### config.mk
export PLATFORM = sky130hd
export DESIGN_NAME = regfile_sequencer_flat
export DESIGN_NICKNAME = d
export VERILOG_FILES = /design/src/rtl/regseq_pkg.sv /design/src/rtl/regfile_sequencer_if.sv /design/src/rtl/regseq_alu.sv /design/src/rtl/regfile_sequencer.sv /design/src/flat_wrapper.sv
export SDC_FILE = /design/constraint.sdc
export NUM_CORES = 1
export LEC_CHECK = 0
export ABC_AREA = 0
export CAP_MARGIN = 10
export CORE_MARGIN = 1
export CORE_UTILIZATION = 53
export DETAILED_ROUTE_END_ITERATION = 6
export HOLD_SLACK_MARGIN = 0.03
export PLACE_DENSITY = 0.95
export SYNTH_ARGS = -nofsm -noshare
export SYNTH_HDL_FRONTEND = slang
export SYNTH_SLANG_ARGS = --single-unit
export TNS_END_PERCENT = 100
### constraint.sdc
create_clock -name clk -period 4 [get_ports clk]
set_input_delay 0.6 -clock clk [delete_from_list [all_inputs] [get_ports clk]]
set_output_delay 0.6 -clock clk [all_outputs]
set_load 0.01 [all_outputs]
### src/rtl/regseq_pkg.sv
// rtl/regseq_pkg.sv - shared types and constants for the register-file sequencer
//
// Purpose : operation and FSM state encodings plus the hard-wired zero register index.
// Contents: op_t (ADD/SUB/MOV/LI), state_t (IDLE/READ/EXEC/WRITE), REG_ZERO.
package regseq_pkg;

  typedef enum logic [1:0] {
    OP_ADD = 2'b00,
    OP_SUB = 2'b01,
    OP_MOV = 2'b10,
    OP_LI  = 2'b11
  } op_t;

  typedef enum logic [1:0] {
    IDLE  = 2'b00,
    READ  = 2'b01,
    EXEC  = 2'b10,
    WRITE = 2'b11
  } state_t;

  localparam int REG_ZERO = 0;

endpackage

### src/rtl/regfile_sequencer_if.sv
// rtl/regfile_sequencer_if.sv - command handshake and register-file port bundle
//
// Purpose : groups the command channel and the register-file ports of the sequencer.
// Ports   : cmd_valid/cmd_ready/cmd_op/cmd_rd/cmd_rs1/cmd_rs2/cmd_imm (command),
//           ra1/ra2/rd1/rd2 (read ports), wa3/wd3/we3 (write port), busy/done (status).
// Modports: master = sequencer side, slave = command source / register-file side.
interface regfile_sequencer_if #(
  parameter int N  = 8,
  parameter int AW = 3
);
  logic          cmd_valid;
  logic          cmd_ready;
  logic [1:0]    cmd_op;
  logic [AW-1:0] cmd_rd;
  logic [AW-1:0] cmd_rs1;
  logic [AW-1:0] cmd_rs2;
  logic [N-1:0]  cmd_imm;
  logic [AW-1:0] ra1;
  logic [AW-1:0] ra2;
  logic [N-1:0]  rd1;
  logic [N-1:0]  rd2;
  logic [AW-1:0] wa3;
  logic [N-1:0]  wd3;
  logic          we3;
  logic          busy;
  logic          done;

  modport master (
    input  cmd_valid, cmd_op, cmd_rd, cmd_rs1, cmd_rs2, cmd_imm, rd1, rd2,
    output cmd_ready, ra1, ra2, wa3, wd3, we3, busy, done
  );

  modport slave (
    output cmd_valid, cmd_op, cmd_rd, cmd_rs1, cmd_rs2, cmd_imm, rd1, rd2,
    input  cmd_ready, ra1, ra2, wa3, wd3, we3, busy, done
  );
endinterface

### src/rtl/regseq_alu.sv
// rtl/regseq_alu.sv - combinational N-bit ALU for the register-file sequencer
//
// Purpose : result = a+b (ADD), a-b (SUB), a (MOV/LI), all modulo 2^N.
// Ports   : op (operation), a/b (operands), result (N bits), carry
//           (ADD carry-out, SUB borrow a<b, 0 otherwise).
module regseq_alu
  import regseq_pkg::*;
#(
  parameter int N = 8
) (
  input  op_t          op,
  input  logic [N-1:0] a,
  input  logic [N-1:0] b,
  output logic [N-1:0] result,
  output logic         carry
);

  logic [N:0] sum;

  always_comb begin
    sum    = '0;
    result = a;
    carry  = 1'b0;
    case (op)
      OP_ADD: begin
        sum    = {1'b0, a} + {1'b0, b};
        result = sum[N-1:0];
        carry  = sum[N];
      end
      OP_SUB: begin
        result = a - b;
        carry  = (a < b);
      end
      default: ;
    endcase
  end

endmodule

### src/rtl/regfile_sequencer.sv
// rtl/regfile_sequencer.sv - serialised read/execute/write-back sequencer for an 8-entry register file
//
// Purpose : accepts one micro-op at a time and walks it through READ, EXEC and WRITE.
//           LI skips straight to WRITE. Writes to register 0 are suppressed.
// Ports   : clk, rst (async active-low), bus (regfile_sequencer_if.master),
//           flag_z/flag_c only when REGSEQ_FLAGS_EN is defined.
// Options : REGSEQ_FLAGS_EN adds zero/carry flags updated on every retirement.
module regfile_sequencer
  import regseq_pkg::*;
#(
  parameter int N  = 8,
  parameter int AW = 3
) (
  input  logic clk,
  input  logic rst,
  regfile_sequencer_if.master bus
`ifdef REGSEQ_FLAGS_EN
  ,
  output logic flag_z,
  output logic flag_c
`endif
);

  localparam logic [AW-1:0] ZERO_ADDR = REG_ZERO[AW-1:0];

  state_t        state, state_nxt;
  op_t           op_q;
  logic [AW-1:0] rd_q;
  logic [N-1:0]  a_q, b_q;
  logic [N-1:0]  alu_result;
  logic          alu_carry;
  logic          accept;
  logic          accept_li;

  assign accept    = (state == IDLE) && bus.cmd_valid;
  assign accept_li = accept && (op_t'(bus.cmd_op) == OP_LI);

  regseq_alu #(.N(N)) u_alu (
    .op     (op_q),
    .a      (a_q),
    .b      (b_q),
    .result (alu_result),
    .carry  (alu_carry)
  );

  always_ff @(posedge clk or negedge rst) begin
    if (!rst) state <= IDLE;
    else      state <= state_nxt;
  end

  always_comb begin
    state_nxt     = state;
    bus.cmd_ready = 1'b0;
    bus.busy      = 1'b1;
    case (state)
      IDLE: begin
        bus.cmd_ready = 1'b1;
        bus.busy      = 1'b0;
        if (bus.cmd_valid) state_nxt = accept_li ? WRITE : READ;
      end
      READ:    state_nxt = EXEC;
      EXEC:    state_nxt = WRITE;
      WRITE:   state_nxt = IDLE;
      default: state_nxt = IDLE;
    endcase
  end

  // wd3 doubles as the result register: it is loaded on the edge that enters
  // WRITE, so we3/done/wd3 are all valid together during the WRITE cycle.
  always_ff @(posedge clk or negedge rst) begin
    if (!rst) begin
      op_q     <= OP_ADD;
      rd_q     <= '0;
      a_q      <= '0;
      b_q      <= '0;
      bus.ra1  <= '0;
      bus.ra2  <= '0;
      bus.wa3  <= '0;
      bus.wd3  <= '0;
      bus.we3  <= 1'b0;
      bus.done <= 1'b0;
    end else begin
      case (state)
        IDLE: begin
          if (accept) begin
            op_q    <= op_t'(bus.cmd_op);
            rd_q    <= bus.cmd_rd;
            bus.ra1 <= bus.cmd_rs1;
            bus.ra2 <= bus.cmd_rs2;
          end
          if (accept_li) begin
            bus.wa3  <= bus.cmd_rd;
            bus.wd3  <= bus.cmd_imm;
            bus.we3  <= (bus.cmd_rd != ZERO_ADDR);
            bus.done <= 1'b1;
          end
        end
        READ: begin
          a_q <= bus.rd1;
          b_q <= bus.rd2;
        end
        EXEC: begin
          bus.wa3  <= rd_q;
          bus.wd3  <= alu_result;
          bus.we3  <= (rd_q != ZERO_ADDR);
          bus.done <= 1'b1;
        end
        WRITE: begin
          bus.we3  <= 1'b0;
          bus.done <= 1'b0;
        end
        default: ;
      endcase
    end
  end

`ifdef REGSEQ_FLAGS_EN
  // Flags land on the same edge as wd3 so they are visible alongside done.
  always_ff @(posedge clk or negedge rst) begin
    if (!rst) begin
      flag_z <= 1'b0;
      flag_c <= 1'b0;
    end else if (accept_li) begin
      flag_z <= (bus.cmd_imm == '0);
      flag_c <= 1'b0;
    end else if (state == EXEC) begin
      flag_z <= (alu_result == '0);
      flag_c <= alu_carry;
    end
  end
`else
  logic unused_carry;
  assign unused_carry = alu_carry;
`endif

endmodule

### src/flat_wrapper.sv
// flat-port wrapper written by rule: the top's interface ports become plain ports
module regfile_sequencer_flat import regseq_pkg::*;
#(
  parameter int N  = 8,
  parameter int AW = 3
)
  (clk, rst, bus_cmd_valid, bus_cmd_op, bus_cmd_rd, bus_cmd_rs1, bus_cmd_rs2, bus_cmd_imm, bus_rd1, bus_rd2, bus_cmd_ready, bus_ra1, bus_ra2, bus_wa3, bus_wd3, bus_we3, bus_busy, bus_done);
  regfile_sequencer_if #(.N(N), .AW(AW)) bus_i ();
  input  logic clk;
  input  logic rst;
  input wire logic [$bits(bus_i.cmd_valid)-1:0] bus_cmd_valid;
  input wire logic [$bits(bus_i.cmd_op)-1:0] bus_cmd_op;
  input wire logic [$bits(bus_i.cmd_rd)-1:0] bus_cmd_rd;
  input wire logic [$bits(bus_i.cmd_rs1)-1:0] bus_cmd_rs1;
  input wire logic [$bits(bus_i.cmd_rs2)-1:0] bus_cmd_rs2;
  input wire logic [$bits(bus_i.cmd_imm)-1:0] bus_cmd_imm;
  input wire logic [$bits(bus_i.rd1)-1:0] bus_rd1;
  input wire logic [$bits(bus_i.rd2)-1:0] bus_rd2;
  output wire logic [$bits(bus_i.cmd_ready)-1:0] bus_cmd_ready;
  output wire logic [$bits(bus_i.ra1)-1:0] bus_ra1;
  output wire logic [$bits(bus_i.ra2)-1:0] bus_ra2;
  output wire logic [$bits(bus_i.wa3)-1:0] bus_wa3;
  output wire logic [$bits(bus_i.wd3)-1:0] bus_wd3;
  output wire logic [$bits(bus_i.we3)-1:0] bus_we3;
  output wire logic [$bits(bus_i.busy)-1:0] bus_busy;
  output wire logic [$bits(bus_i.done)-1:0] bus_done;
  assign bus_i.cmd_valid = bus_cmd_valid;
  assign bus_i.cmd_op = bus_cmd_op;
  assign bus_i.cmd_rd = bus_cmd_rd;
  assign bus_i.cmd_rs1 = bus_cmd_rs1;
  assign bus_i.cmd_rs2 = bus_cmd_rs2;
  assign bus_i.cmd_imm = bus_cmd_imm;
  assign bus_i.rd1 = bus_rd1;
  assign bus_i.rd2 = bus_rd2;
  assign bus_cmd_ready = bus_i.cmd_ready;
  assign bus_ra1 = bus_i.ra1;
  assign bus_ra2 = bus_i.ra2;
  assign bus_wa3 = bus_i.wa3;
  assign bus_wd3 = bus_i.wd3;
  assign bus_we3 = bus_i.we3;
  assign bus_busy = bus_i.busy;
  assign bus_done = bus_i.done;
  regfile_sequencer #(.N(N), .AW(AW)) u_core (.clk(clk), .rst(rst), .bus(bus_i));
endmodule
After elaboration in Yosys (flattened, before gate mapping)
Cells that the tools add are included.
- input bits: 38
- output and inout port bits: 21
- bits in registers: 42
- logic and storage cells: 45
- mux-type cells: 14
- $add $sub $neg: 2
- equality and inequality tests: 7
- reductions and logical operators: 11
- operator list (kind ; number):
    $pmux 8 s2 ; 2
    $reduce_bool 3->1 ; 3
    $add 8x8->8 ; 1
    $mux 8 ; 1
    $pmux 2 s4 ; 1
    $sub 8x8->8 ; 1
    $eq 2x2->1 const B ; 3
    $pmux 1 s3 ; 2
    $pmux 3 s2 ; 1
    $reduce_and 2->1 ; 3
    $eq 2x1->1 const B ; 2
    $logic_not 2->1 ; 2
    $mux 1 ; 4
    $mux 2 ; 2
    $mux 3 ; 1
    $logic_and 1x1->1 ; 2
    $ne 2x1->1 const B ; 1
    $ne 2x2->1 const B ; 1
    $reduce_bool 2->1 ; 1

Longest topological paths before layout
Gate-level depths: netlist of run 1.
- word-level depth: 6
- mapped depth: 12
- depth with buffers taken out: 11

Modules after synthesis
Synthesis of run 1 repeated with hierarchy kept, for this count alone.
- cell total of the unflattened synthesis: 239
- area, all modules: 2743.9 sq um
- modules (own cells, without submodules) (module ; area each (sq um) ; cells an instance ; instances ; seq. area each (sq um)):
    regfile_sequencer ; 1944.4 ; 126 ; 1 ; 1051.0
    regseq_alu ; 799.5 ; 113 ; 1 ; 0.0

Worst setup path before layout of run 1
No wires, ideal clock.
- path type: flip-flop to flip-flop
- start point: register u_core.op_q[1]
- end point: register u_core.bus.wd3[6]
- slack: 1.641 ns
- buffers on the path: 2
- stages on the path, launching flop included: 12
- required time: 3.882 ns
- period minus slack after synthesis: 2.359 ns
- arrival time: 2.241 ns
- setup time: 0.118 ns
- path through: dfrtp_1 -> buf_4 -> nor2b_2 -> buf_2 -> mux2i_1 -> fa_1 -> a21o_1 -> a21o_1 -> a21oi_1 -> mux2i_1 -> a31oi_1 -> a21o_1
- word-level cells in the longest chain between the ends: 3
- elaborated cells on any way between the ends: 4
- classes of those cells: 1 x eq/ne; 2 x mux; 1 x reduce/logical
- ends and longest elaborated chain (element ; line ; source):
    from (decl) ; regfile_sequencer.sv:27 ; op_t op_q;
    from (signal assigned) ; regfile_sequencer.sv:86 ; op_q <= op_t'(bus.cmd_op);
    $eq 2x1->1 / $logic_not 2->1 (equally long branches) ; regseq_alu.sv:24 ; case (op)
    $pmux 8 s2 * ; regseq_alu.sv:24 ;
    $pmux 8 s2 * ; regfile_sequencer.sv:83 ; case (state)
    to (signal assigned) ; regfile_sequencer.sv:93 ; bus.wd3 <= bus.cmd_imm;
    to (signal assigned) ; regfile_sequencer.sv:104 ; bus.wd3 <= alu_result;
    to (decl) ; regfile_sequencer_if.sv:30 ; output cmd_ready, ra1, ra2, wa3, wd3, we3, busy, done
Mark *: on every way between the ends. The rest lies on a longest branch, timed or not.
A chain may end at the register's enable or synchronous reset.

Worst setup path in the final report of run 1
Ends and elaborated chain as after synthesis.

==> results of run 1 <==
cell families (layout without fill, tap and decap cells):
group | Yosys count | in the layout | synth area share
adder cells (fa/ha/maj) | 13 | 13 | 0.0735
XOR/XNOR | 11 | 11 | 0.0416
flip-flops | 42 | 42 | 0.454
multiplexers | 34 | 34 | 0.161
buffers and inverters | 19 | 76 | 0.0362
AND/OR/NAND/NOR | 48 | 48 | 0.103
AO/OA/AOI/OAI | 51 | 51 | 0.131
Yosys cell counts (2+ instances only):
| master | n |
|---|---|
| o31ai_1 | 2 |
| and3_1 | 2 |
| a21oi_1 | 13 |
| inv_1 | 9 |
| a21o_1 | 3 |
| nor2_1 | 9 |
| o21ai_0 | 23 |
| o211ai_1 | 2 |
| nor3_1 | 5 |
| mux2_2 | 25 |
| buf_2 | 7 |
| a31oi_1 | 3 |
| xor2_1 | 2 |
| xnor2_1 | 9 |
| mux2i_1 | 9 |
| nand2b_1 | 2 |
| nand4_1 | 2 |
| dfrtp_1 | 42 |
| nand2_1 | 21 |
| nor3b_1 | 2 |
| o211a_1 | 2 |
| ha_1 | 12 |
per-stage QoR:
stage | hold WS (ps) | worst slack (ps) | total power [mW] | util
global placement | 459 | 1380 | 2.57 | 0.712
CTS | 448 | 1200 | 3.02 | 0.739
detailed placement | 471 | 1330 | 2.66 | 0.712
finish | 426 | 1150 | 3.00 | 0.739
global route | 496 | 995 | 3.29 | 0.739
floorplan | 304 | 1640 | 2.16 | -
sequential cells by signal, indices dropped and copies added (netlist names):
name	flops
u_core.a_q	8
u_core.bus.wa3	3
u_core.bus.we3	1
u_core.state	2
u_core.bus.wd3	8
u_core.rd_q	3
u_core.op_q	2
u_core.bus.done	1
u_core.b_q	8
u_core.bus.ra1	3
u_core.bus.ra2	3
worst register-to-register path: cells and delay by family, from the launching register on:
family / cells / cell delay (ps)
AO/OA/AOI/OAI: 5 / 880
adder cells (fa/ha/maj): 1 / 450
flip-flops: 1 / 600
multiplexers: 2 / 450
AND/OR/NAND/NOR: 1 / 360
final timing paths:
path | slack (ps) | cells past startpoint | end
min | 430 | 1 | u_core.bus.wa3[1]$_DFFE_PN0P_
max in group asynchronous | 3000 | 1 | u_core.b_q[3]$_DFFE_PN0N_
max reg2reg | 1150 | 9 | u_core.bus.wd3[6]$_DFFE_PN0P_
min in group clk | 490 | 1 | u_core.bus.wd3[6]$_DFFE_PN0P_
min reg2reg | 490 | 1 | u_core.bus.wd3[6]$_DFFE_PN0P_
max | 1150 | 9 | u_core.bus.wd3[6]$_DFFE_PN0P_
area by class of cell:
cell class                 instances  area [sq um]
clock buffer                       6          72.6
clock inverter                     2          37.5
fill                             297          1070
inverter                           9          33.8
multi-input combinational        157          1180
sequential                        42          1050
tap                               50          62.6
timing repair buffer              59           583
power by group through the flow:
stage | logic, mW | clock network (mW) | registers [mW]
5_1_grt | 2.05 | 0.357 | 0.881
3_5_place_dp | 1.80 | 0 | 0.856
6_report | 1.83 | 0.330 | 0.846
4_1_cts | 1.83 | 0.341 | 0.847
3_3_place_gp | 1.73 | 0 | 0.841
2_1_floorplan | 1.32 | 0 | 0.837
routing by layer:
layer,up-vias,routed length (um),share of wire,track usage
met2,57,2300,0.49,0.377
li1,879,-,-,-
met4,0,119,0.026,0.104
met1,810,1980,0.43,0.281
met3,9,250,0.054,0.0567
met5,-,0,0,0
==> reports/metrics.csv, run 1 <==
stage;metric;value;unit
outcome;status;finished, final reports clean;
sta;RSZ-0062 raised after global routing;false;
floorplanning;Core Footprint;4090;sq um
cts;clk slew on worst S/H paths;80;ps
route;drt wl/cell;14.3;um
worst_setup_path;WP buf/inv;0;
global_route;initial antenna violation count;0;
route;# DRC;0;
cells_and_area;share of layout cells above drive strength 1;0.138;
yosys;Syn Nets;269;
cts;Root Driver;clkbuf_8;
cts;maximum clock insertion buffer count;2;
placed_design;I/O Buffers;58;
cts;Num Clock Sinks;42;
cts;H-tree Lvls;2;
worst_setup_path;reg2reg start;u_core.op_q[1]$_DFFE_PN0P_;
cells_and_area;commonest non-fill, non-tap cell in the layout;clkdlybuf4s50_1;
yosys;flops & latches, synth;42;
placed_design;placed instance area;2910;sq um
global_route;largest net degree at the start of global routing;43;
global_route;grt ovf;0;
floorplanning;Die W;68.1;um
worst_setup_path;CP arrival;3040;ps
global_route;Total GRT Usage;0.229;
cells_and_area;diodes inserted;0;
sta;Hold Fails Final Rpt;0;
floorplanning;die height;68.1;um
placed_design;placed cell count;317;
power;sequential share of power;0.282;
power;Switching Share;0.411;
floorplanning;die area;4640;sq um
sta;Clock Skews;6.16;ps
cts;CTS buffer count;5;
power;maximum vdd drop;0.424;mV
worst_setup_path;CP Max Fanout;19;
route;DRT antenna net count;0;
yosys;post-synth cell types;34;
worst_hold_path;worst hold path class;primary input to asynchronous set/reset pin;
floorplanning;row cnt;23;
cts;post-cts repair resize count;0;
flow_run;Max Cap Viol;0;
sta;Slew Viols, Final;0;
worst_setup_path;Slowest cell on crit path;dfrtp_1;
floorplanning;I/O pin count;59;
cells_and_area;most frequent cells in the layout;clkdlybuf4s50_1, dfrtp_1, mux2_2;
sta;Slew @ Worst Pin;912;ps
worst_setup_path;Critical Path End Type;register;
sta;Rel. slew slack;0.392;
yosys;Post-Syn Area;2310;sq um
cells_and_area;fin area;3020;sq um
yosys;ranking of synthesized cells by area;dfrtp_1, mux2_2, ha_1;
cts;clk_lat worst skew;300;ps
cts;setup repair bufs after CTS;0;
route;Pre-antenna DRT Iters;4;
floorplanning;Starting Density;0.566;
power;PwrDens;995;nW/um^2
yosys;Main synth FF type;dfrtp_1;
sta;final worst-path cycle share;0.711;
route;initial detailed-routing violation count;93;
power;Comb power frac;0.609;
placed_design;Final HPWL DP;3480;um
route;vias;1755;
global_route;first-pass GRT wire length;7620;um
worst_setup_path;cell seen most often among critical-path stages;a21o_1;
route;Routed Wire Length;4660;um
power;NetSw;1.24;mW
yosys;EDFF count, synth;0;
sta;final setup fails;0;
worst_setup_path;delay-heaviest family, CP;compound AO/OA/AOI/OAI gates;
cells_and_area;Non-Filler Instances;325;
yosys;synthesized area per cell;10.6;sq um
cts;CTS tree;built;
yosys;asr flop ratio synth;1.00;
yosys;Yosys warning total;0;
sta;Max Fclk;351;MHz
power;Clk network pwr share;0.110;
global_route;vias in the first global route;1697;
cts;hold buffer count at cts;0;
yosys;Seq/Total Area, Yosys;0.454;
cells_and_area;Area Overhead vs Synth;30.5;%
power;leakage;1.30;nW
yosys;largest area contributor in the netlist;dfrtp_1;
worst_setup_path;crit-path max cell delay;600;ps
sta;Final Critical Period;2850;ps
placed_design;GP Congestion;0.844;
worst_setup_path;Worst Setup Start Kind;register;
worst_setup_path;Crit Path Category;register to register;
cells_and_area;NumNets Final;325;
yosys;Cells after Synth;218;
power;Pint;1.77;mW
worst_setup_path;critical path startpoint;u_core.op_q[1]$_DFFE_PN0P_;
worst_setup_path;critical-path cell list;nor2b_2 -> mux2i_1 -> fa_1 -> a21o_1 -> a21o_1 -> a21oi_1 -> mux2i_1 -> a31oi_1 -> a21o_1;
route;Via density;5.40;
worst_setup_path;Worst Path Required;4190;ps
sta;setup TNS;0;ps
yosys;Synth top area share;0.454;
No activity file was read; power rests on OpenSTA's default activity.
==> inputs of run 2 (changes only) <==
--- a/config.mk
+++ b/config.mk
@@ -8,10 +8,10 @@
 export ABC_AREA = 0
 export CAP_MARGIN = 10
 export CORE_MARGIN = 1
-export CORE_UTILIZATION = 53
+export CORE_UTILIZATION = 44
 export DETAILED_ROUTE_END_ITERATION = 6
 export HOLD_SLACK_MARGIN = 0.03
-export PLACE_DENSITY = 0.95
+export PLACE_DENSITY = 0.85
 export SYNTH_ARGS = -nofsm -noshare
 export SYNTH_HDL_FRONTEND = slang
 export SYNTH_SLANG_ARGS = --single-unit
==> constraint.sdc (replaced) <==
create_clock -name clk -period 2.36 [get_ports clk]
set_input_delay 0.354 -clock clk [delete_from_list [all_inputs] [get_ports clk]]
set_output_delay 0.354 -clock clk [all_outputs]
set_load 0.01 [all_outputs]
==> run 2 against run 1 <==
Hold slack worse by 220 ps. Sequential share of layout area down 2.1 points. Register-to-register slack worse by 1100 ps. Core utilization down 10 points. Total power up 85%. Global-route usage down 3.1 points. Via count up 8.3%. Flip-flop and latch count unchanged.
==> reports/metrics.csv, run 2 (same netlist as run 1, synthesis figures left out) <==
stage;metric;value;unit;change
outcome;status;finished, final reports clean;;unchanged
worst_setup_path;CP Max Fanout;3;;was 19
sta;Rel. slew slack;0.370;;was 0.392
sta;Max Fclk;429;MHz;was 351 MHz
global_route;largest net degree at the start of global routing;43;;unchanged
worst_setup_path;WP buf/inv;1;;was 0
sta;RSZ-0062 raised after global routing;true;;was false
global_route;Total GRT Usage;0.198;;was 0.229
global_route;grt ovf;0;;unchanged
sta;final setup fails;0;;unchanged
floorplanning;Starting Density;0.456;;was 0.566
sta;Slew @ Worst Pin;945;ps;was 912 ps
power;Comb power frac;0.663;;was 0.609
cts;Root Driver;clkbuf_8;;unchanged
worst_setup_path;Worst Path Required;2530;ps;was 4190 ps
worst_setup_path;Crit Path Category;register to register;;unchanged
cells_and_area;NumNets Final;344;;was 325
placed_design;GP Congestion;0.815;;was 0.844
power;maximum vdd drop;0.736;mV;was 0.424 mV
route;DRT antenna net count;0;;unchanged
worst_setup_path;cell seen most often among critical-path stages;xnor2_1;;was a21o_1
route;vias;1900;;was 1755
cts;H-tree Lvls;2;;unchanged
worst_setup_path;crit-path max cell delay;390;ps;was 600 ps
worst_setup_path;CP arrival;2500;ps;was 3040 ps
sta;Clock Skews;9.56;ps;was 6.16 ps
power;Switching Share;0.410;;was 0.411
floorplanning;I/O pin count;59;;unchanged
power;sequential share of power;0.251;;was 0.282
global_route;first-pass GRT wire length;8250;um;was 7620 um
cells_and_area;filler instances;425;;was 297
cts;hold buffer count at cts;0;;unchanged
sta;Slew Viols, Final;0;;unchanged
cts;CTS tree;built;;unchanged
floorplanning;die height;74.5;um;was 68.1 um
sta;final worst-path cycle share;0.987;;was 0.711
worst_setup_path;R2R cell count;11;;was 9
route;Pre-antenna DRT Iters;4;;unchanged
sta;setup TNS;0;ps;unchanged
power;leakage;1.40;nW;was 1.30 nW
global_route;vias in the first global route;1786;;was 1697
worst_setup_path;Slowest cell on crit path;dfrtp_1;;unchanged
worst_hold_path;worst hold path class;primary input to asynchronous set/reset pin;;unchanged
power;Clk network pwr share;0.086;;was 0.110
sta;Final Critical Period;2330;ps;was 2850 ps
cts;maximum clock insertion buffer count;2;;unchanged
route;Routed Wire Length;5110;um;was 4660 um
power;Pint;3.28;mW;was 1.77 mW
floorplanning;row cnt;26;;was 23
worst_setup_path;Worst Setup Start Kind;register;;unchanged
cts;CTS buffer count;5;;unchanged
cts;clk slew on worst S/H paths;80;ps;about the same
floorplanning;die area;5550;sq um;was 4640 sq um
power;PwrDens;1720;nW/um^2;was 995 nW/um^2
worst_setup_path;Critical Path End Type;register;;unchanged
power;total power;5.56;mW;was 3.00 mW
power;NetSw;2.28;mW;was 1.24 mW
worst_setup_path;critical-path cell list;buf_4 -> nor3_2 -> nor2_1 -> xnor2_1 -> ha_1 -> o211ai_1 -> a21oi_2 -> a31oi_1 -> xnor2_1 -> mux2i_1 -> nand3_1;;was nor2b_2 -> mux2i_1 -> fa_1 -> a21o_1 -> a21o_1 -> a21oi_1 -> mux2i_1 -> a31oi_1 -> a21o_1
route;drt wl/cell;14.0;um;was 14.3 um
cells_and_area;share of layout cells above drive strength 1;0.245;;was 0.138
global_route;initial antenna violation count;0;;unchanged
placed_design;I/O Buffers;58;;unchanged
cells_and_area;diodes inserted;0;;unchanged
cts;Num Clock Sinks;42;;unchanged
cts;clk_lat worst skew;290;ps;was 300 ps
floorplanning;Die W;74.5;um;was 68.1 um
worst_setup_path;WP depth;11;;was 9
floorplanning;Core Footprint;5070;sq um;was 4090 sq um
cells_and_area;commonest non-fill, non-tap cell in the layout;clkdlybuf4s50_1;;unchanged
route;Via density;5.22;;was 5.40
sta;Hold Fails Final Rpt;0;;unchanged
cells_and_area;Area Overhead vs Synth;39.4;%;was 30.5%
route;# DRC;0;;unchanged
cells_and_area;most frequent cells in the layout;clkdlybuf4s50_1, dfrtp_1, mux2_2;;unchanged
placed_design;Final HPWL DP;3640;um;was 3480 um
worst_setup_path;delay-heaviest family, CP;compound AO/OA/AOI/OAI gates;;unchanged
cells_and_area;top flop regs;u_core.a_q (8), u_core.b_q (8), u_core.bus.wd3 (8);;unchanged
flow_run;Max Cap Viol;0;;unchanged
route;initial detailed-routing violation count;88;;was 93
## run 2: changes by cell type in the layout (fill, tap and decap cells not counted), moves of 3 or more
cell | previous run | this run
buf_4 | 1 | 20
a21oi_1 | 13 | 8
a21oi_2 | 1 | 6
dfrtp_1 | 42 | 39
dfrtp_2 | 0 | 3
## run 2: metrics by stage
step	utilization	area (sq um)	hold slack, ps	instances	worst slack (ps)
2_1_floorplan	-	2310	58.4	218	0.898
3_3_place_gp	0.592	3000	459	346	54.5
3_5_place_dp	0.592	3000	473	346	-43.4
4_1_cts	0.616	3130	233	356	17.4
5_1_grt	0.636	3230	282	364	-152
6_report	0.636	3230	202	364	29.9
## run 2: final cells by class
class	instances	area, sq um	share of cell area
multi-input combinational	157	1230	0.382
clock inverter	1	5.00	0.00155
clock buffer	7	86.3	0.0268
tap	70	87.6	0.0272
inverter	9	33.8	0.0105
sequential	42	1050	0.327
timing repair buffer	78	726	0.225
## run 2: worst paths after layout
check / start / end / slack (ps)
min reg2reg: u_core.bus.wd3[1]$_DFFE_PN0P_ / u_core.bus.wd3[1]$_DFFE_PN0P_ / 480
max: u_core.b_q[1]$_DFFE_PN0N_ / u_core.bus.wd3[7]$_DFFE_PN0P_ / 30
max reg2reg: u_core.b_q[1]$_DFFE_PN0N_ / u_core.bus.wd3[7]$_DFFE_PN0P_ / 30
min in group clk: u_core.bus.wd3[1]$_DFFE_PN0P_ / u_core.bus.wd3[1]$_DFFE_PN0P_ / 480
max in group asynchronous: rst / u_core.b_q[2]$_DFFE_PN0N_ / 1500
min: rst / u_core.bus.wd3[1]$_DFFE_PN0P_ / 200
## run 2: what timing repair did
action | 4_1_cts | 5_1_grt
gates resized for setup | 6 | 12
setup buffers | 2 | 8
pin swaps | 2 | 6
hold endpoints to repair | 0 | 0
setup endpoints to repair | 2 | 4
## run 2: layer usage
metal | vias up | part of all wire | track usage | routed length (um)
li1 | 917 | - | - | -
met1 | 909 | 0.43 | 0.253 | 2200
met2 | 59 | 0.49 | 0.326 | 2510
met3 | 15 | 0.050 | 0.0461 | 255
met4 | 0 | 0.029 | 0.0776 | 148
met5 | - | 0 | 0 | 0
## run 2: power groups by stage
stage / registers [mW] / clock network, mW / logic [mW]
final: 1.39 / 0.477 / 3.69
after detailed placement: 1.41 / 0 / 3.27
after floorplan: 1.42 / 0 / 2.24
after global routing: 1.44 / 0.516 / 4.07
after CTS: 1.39 / 0.492 / 3.38
after global placement: 1.38 / 0 / 3.12
==> inputs of run 3 (changes only) <==
--- a/config.mk
+++ b/config.mk
@@ -10,6 +10,7 @@
 export CORE_MARGIN = 1
 export CORE_UTILIZATION = 44
 export DETAILED_ROUTE_END_ITERATION = 6
+export GPL_TIMING_DRIVEN = 0
 export HOLD_SLACK_MARGIN = 0.03
 export PLACE_DENSITY = 0.85
 export SYNTH_ARGS = -nofsm -noshare
==> run 3 against run 2 <==
The run now ends with negative setup slack left. Die area stayed put. Sequential power hardly changed. Sequential share of layout area is 0.65 points lower.
==> reports/metrics.csv, run 3 (same netlist as run 1, synthesis figures left out) <==
stage;metric;value;unit;change
outcome;status;finished, violations left;;was finished, final reports clean
outcome;failing checks;negative setup slack;;
power;Comb power frac;0.665;;was 0.663
global_route;first-pass GRT wire length;8710;um;was 8250 um
cts;clk slew on worst S/H paths;80;ps;about the same
cells_and_area;top flop regs;u_core.a_q (8), u_core.b_q (8), u_core.bus.wd3 (8);;unchanged
global_route;grt ovf;0;;unchanged
worst_hold_path;worst hold path class;register to register;;was primary input to asynchronous set/reset pin
global_route;largest net degree at the start of global routing;27;;was 43
worst_hold_path;hold_sp;u_core.bus.wa3[1]$_DFFE_PN0P_;;
power;Clk network pwr share;0.096;;was 0.086
sta;final setup fails;2;;was 0
placed_design;GP Congestion;0.816;;was 0.815
sta;RSZ-0062 raised after global routing;true;;unchanged
cts;clk_lat worst skew;300;ps;was 290 ps
power;leakage;1.42;nW;was 1.40 nW
sta;Slew @ Worst Pin;633;ps;was 945 ps
power;Switching Share;0.410;;about the same
floorplanning;Core Footprint;5070;sq um;unchanged
global_route;Total GRT Usage;0.206;;was 0.198
worst_setup_path;Worst Setup Start Kind;register;;unchanged
worst_hold_path;Hold EP;u_core.bus.wa3[1]$_DFFE_PN0P_;;
placed_design;I/O Buffers;58;;unchanged
worst_setup_path;Critical Path End Type;register;;unchanged
global_route;vias in the first global route;1941;;was 1786
floorplanning;Starting Density;0.456;;unchanged
sta;Rel. slew slack;0.575;;was 0.370
sta;Max Fclk;408;MHz;was 429 MHz
sta;Final Critical Period;2450;ps;was 2330 ps
cells_and_area;diodes inserted;0;;unchanged
placed_design;Final HPWL DP;3770;um;was 3640 um
worst_setup_path;R2R Path End;u_core.bus.wd3[7]$_DFFE_PN0P_;;unchanged
cells_and_area;NumNets Final;350;;was 344
cells_and_area;most frequent cells in the layout;clkdlybuf4s50_1, dfrtp_1, mux2_2;;unchanged
worst_setup_path;reg2reg setup slack;-90;ps;was 30 ps
cts;Root Driver;clkbuf_8;;unchanged
cts;H-tree Lvls;2;;unchanged
sta;final worst-path cycle share;1.04;;was 0.987
power;Pint;3.46;mW;was 3.28 mW
route;drt wl/cell;14.8;um;was 14.0 um
route;# DRC;0;;unchanged
placed_design;Placement Setup Slack;-249;ps;was -43.4 ps
sta;setup TNS;-128;ps;was 0 ps
power;maximum vdd drop;0.719;mV;was 0.736 mV
cells_and_area;commonest non-fill, non-tap cell in the layout;clkdlybuf4s50_1;;unchanged
route;DRT antenna net count;0;;unchanged
global_route;initial antenna violation count;0;;unchanged
cts;CTS tree;built;;unchanged
cells_and_area;post-layout util;0.648;;was 0.636
sta;Final Worst Setup Slack;-92.2;ps;was 29.9 ps
cts;maximum clock insertion buffer count;2;;unchanged
floorplanning;I/O pin count;59;;unchanged
floorplanning;Die W;74.5;um;unchanged
worst_hold_path;Worst Hold Depth;2;;
route;Routed Wire Length;5460;um;was 5110 um
worst_setup_path;R2R cell count;10;;was 11
cells_and_area;share of layout cells above drive strength 1;0.240;;was 0.245
placed_design;placed cell count;347;;was 346
power;PwrDens;1780;nW/um^2;was 1720 nW/um^2
worst_setup_path;CP Max Fanout;4;;was 3
worst_setup_path;CP arrival;2630;ps;was 2500 ps
flow_run;Max Cap Viol;0;;unchanged
worst_setup_path;Worst Path Required;2540;ps;was 2530 ps
route;Via density;5.15;;was 5.22
floorplanning;die height;74.5;um;unchanged
cts;CTS buffer count;5;;unchanged
worst_setup_path;reg2reg start;u_core.b_q[4]$_DFFE_PN0N_;;was u_core.b_q[1]$_DFFE_PN0N_
cts;Num Clock Sinks;42;;unchanged
route;initial detailed-routing violation count;178;;was 88
cells_and_area;Non-Filler Instances;370;;was 364
sta;Slew Viols, Final;0;;unchanged
route;Pre-antenna DRT Iters;4;;unchanged
floorplanning;die area;5550;sq um;unchanged
worst_setup_path;Crit Path Category;register to register;;unchanged
sta;Hold Fails Final Rpt;0;;unchanged
floorplanning;row cnt;26;;unchanged
power;NetSw;2.40;mW;was 2.28 mW
sta;Worst Hold Slack;479;ps;was 202 ps
route;vias;1906;;was 1900
power;sequential share of power;0.238;;was 0.251
sta;Clock Skews;10.2;ps;was 9.56 ps
cells_and_area;Area Overhead vs Synth;42.2;%;was 39.4%
==> run 3: cell type report <==
| cell class | count | area, sq um |
|---|---|---|
| well taps | 70 | 87.6 |
| inverters | 9 | 33.8 |
| plain buffers | 10 | 60.1 |
| repair buffers | 74 | 711 |
| clock buffers | 6 | 72.6 |
| clock inverters | 2 | 37.5 |
| fillers | 418 | 1780 |
| multi-input cells | 157 | 1230 |
| flip-flops and latches | 42 | 1050 |
==> run 3: timing repair <==
item,4_1_cts,5_1_grt
hold endpoints to repair,16,0
cloned,0,0
setup endpoints to repair,5,5
hold buffers,1,0
gates resized for setup,10,11
buffers inserted,10,4
pin swaps,6,12
==> run 3: critical path, cell delays in order (launching register included) <==
cell and delay, ps:
dfrtp_2 450, nor4_4 330, a21oi_2 90, xnor2_1 200, ha_1 320, a21oi_2 180, o21ai_1 90, a31oi_1 200
xnor2_1 170, mux2i_1 210, nand3_1 90
==> run 3: worst max-delay path by stage <==
stage | start | to | slack, ps
2_1_floorplan | u_core.op_q[1]$_DFFE_PN0P_ | u_core.bus.wd3[6]$_DFFE_PN0P_ | 0.9
6_report | u_core.b_q[4]$_DFFE_PN0N_ | u_core.bus.wd3[7]$_DFFE_PN0P_ | -90
4_1_cts | u_core.op_q[1]$_DFFE_PN0P_ | u_core.bus.wd3[6]$_DFFE_PN0P_ | 8
3_3_place_gp | u_core.op_q[1]$_DFFE_PN0P_ | u_core.bus.wd3[6]$_DFFE_PN0P_ | -180
5_1_grt | u_core.op_q[1]$_DFFE_PN0P_ | u_core.bus.wd3[7]$_DFFE_PN0P_ | -240
3_5_place_dp | u_core.op_q[1]$_DFFE_PN0P_ | u_core.bus.wd3[6]$_DFFE_PN0P_ | -250
==> run 3: power groups by stage <==
stage	Combinational, mW	Sequential, mW	Clock (mW)
after floorplan	2.24	1.42	0
after global placement	3.04	1.39	0
after detailed placement	3.18	1.41	0
after CTS	3.51	1.39	0.577
after global routing	4.31	1.43	0.601
final	3.90	1.40	0.565
==> run 3: stage by stage <==
step	area, sq um	power (mW)
floorplan	2310	3.65
global placement	2980	4.43
detailed placement	3000	4.59
CTS	3220	5.48
global route	3290	6.34
finish	3290	5.86
==> run 3: metal layers <==
metal / track usage / share of wire / up-vias
li1: - / - / 924
met1: 0.248 / 0.43 / 915
met2: 0.365 / 0.51 / 51
met3: 0.0434 / 0.043 / 16
met4: 0.0692 / 0.024 / 0
met5: 0 / 0 / -
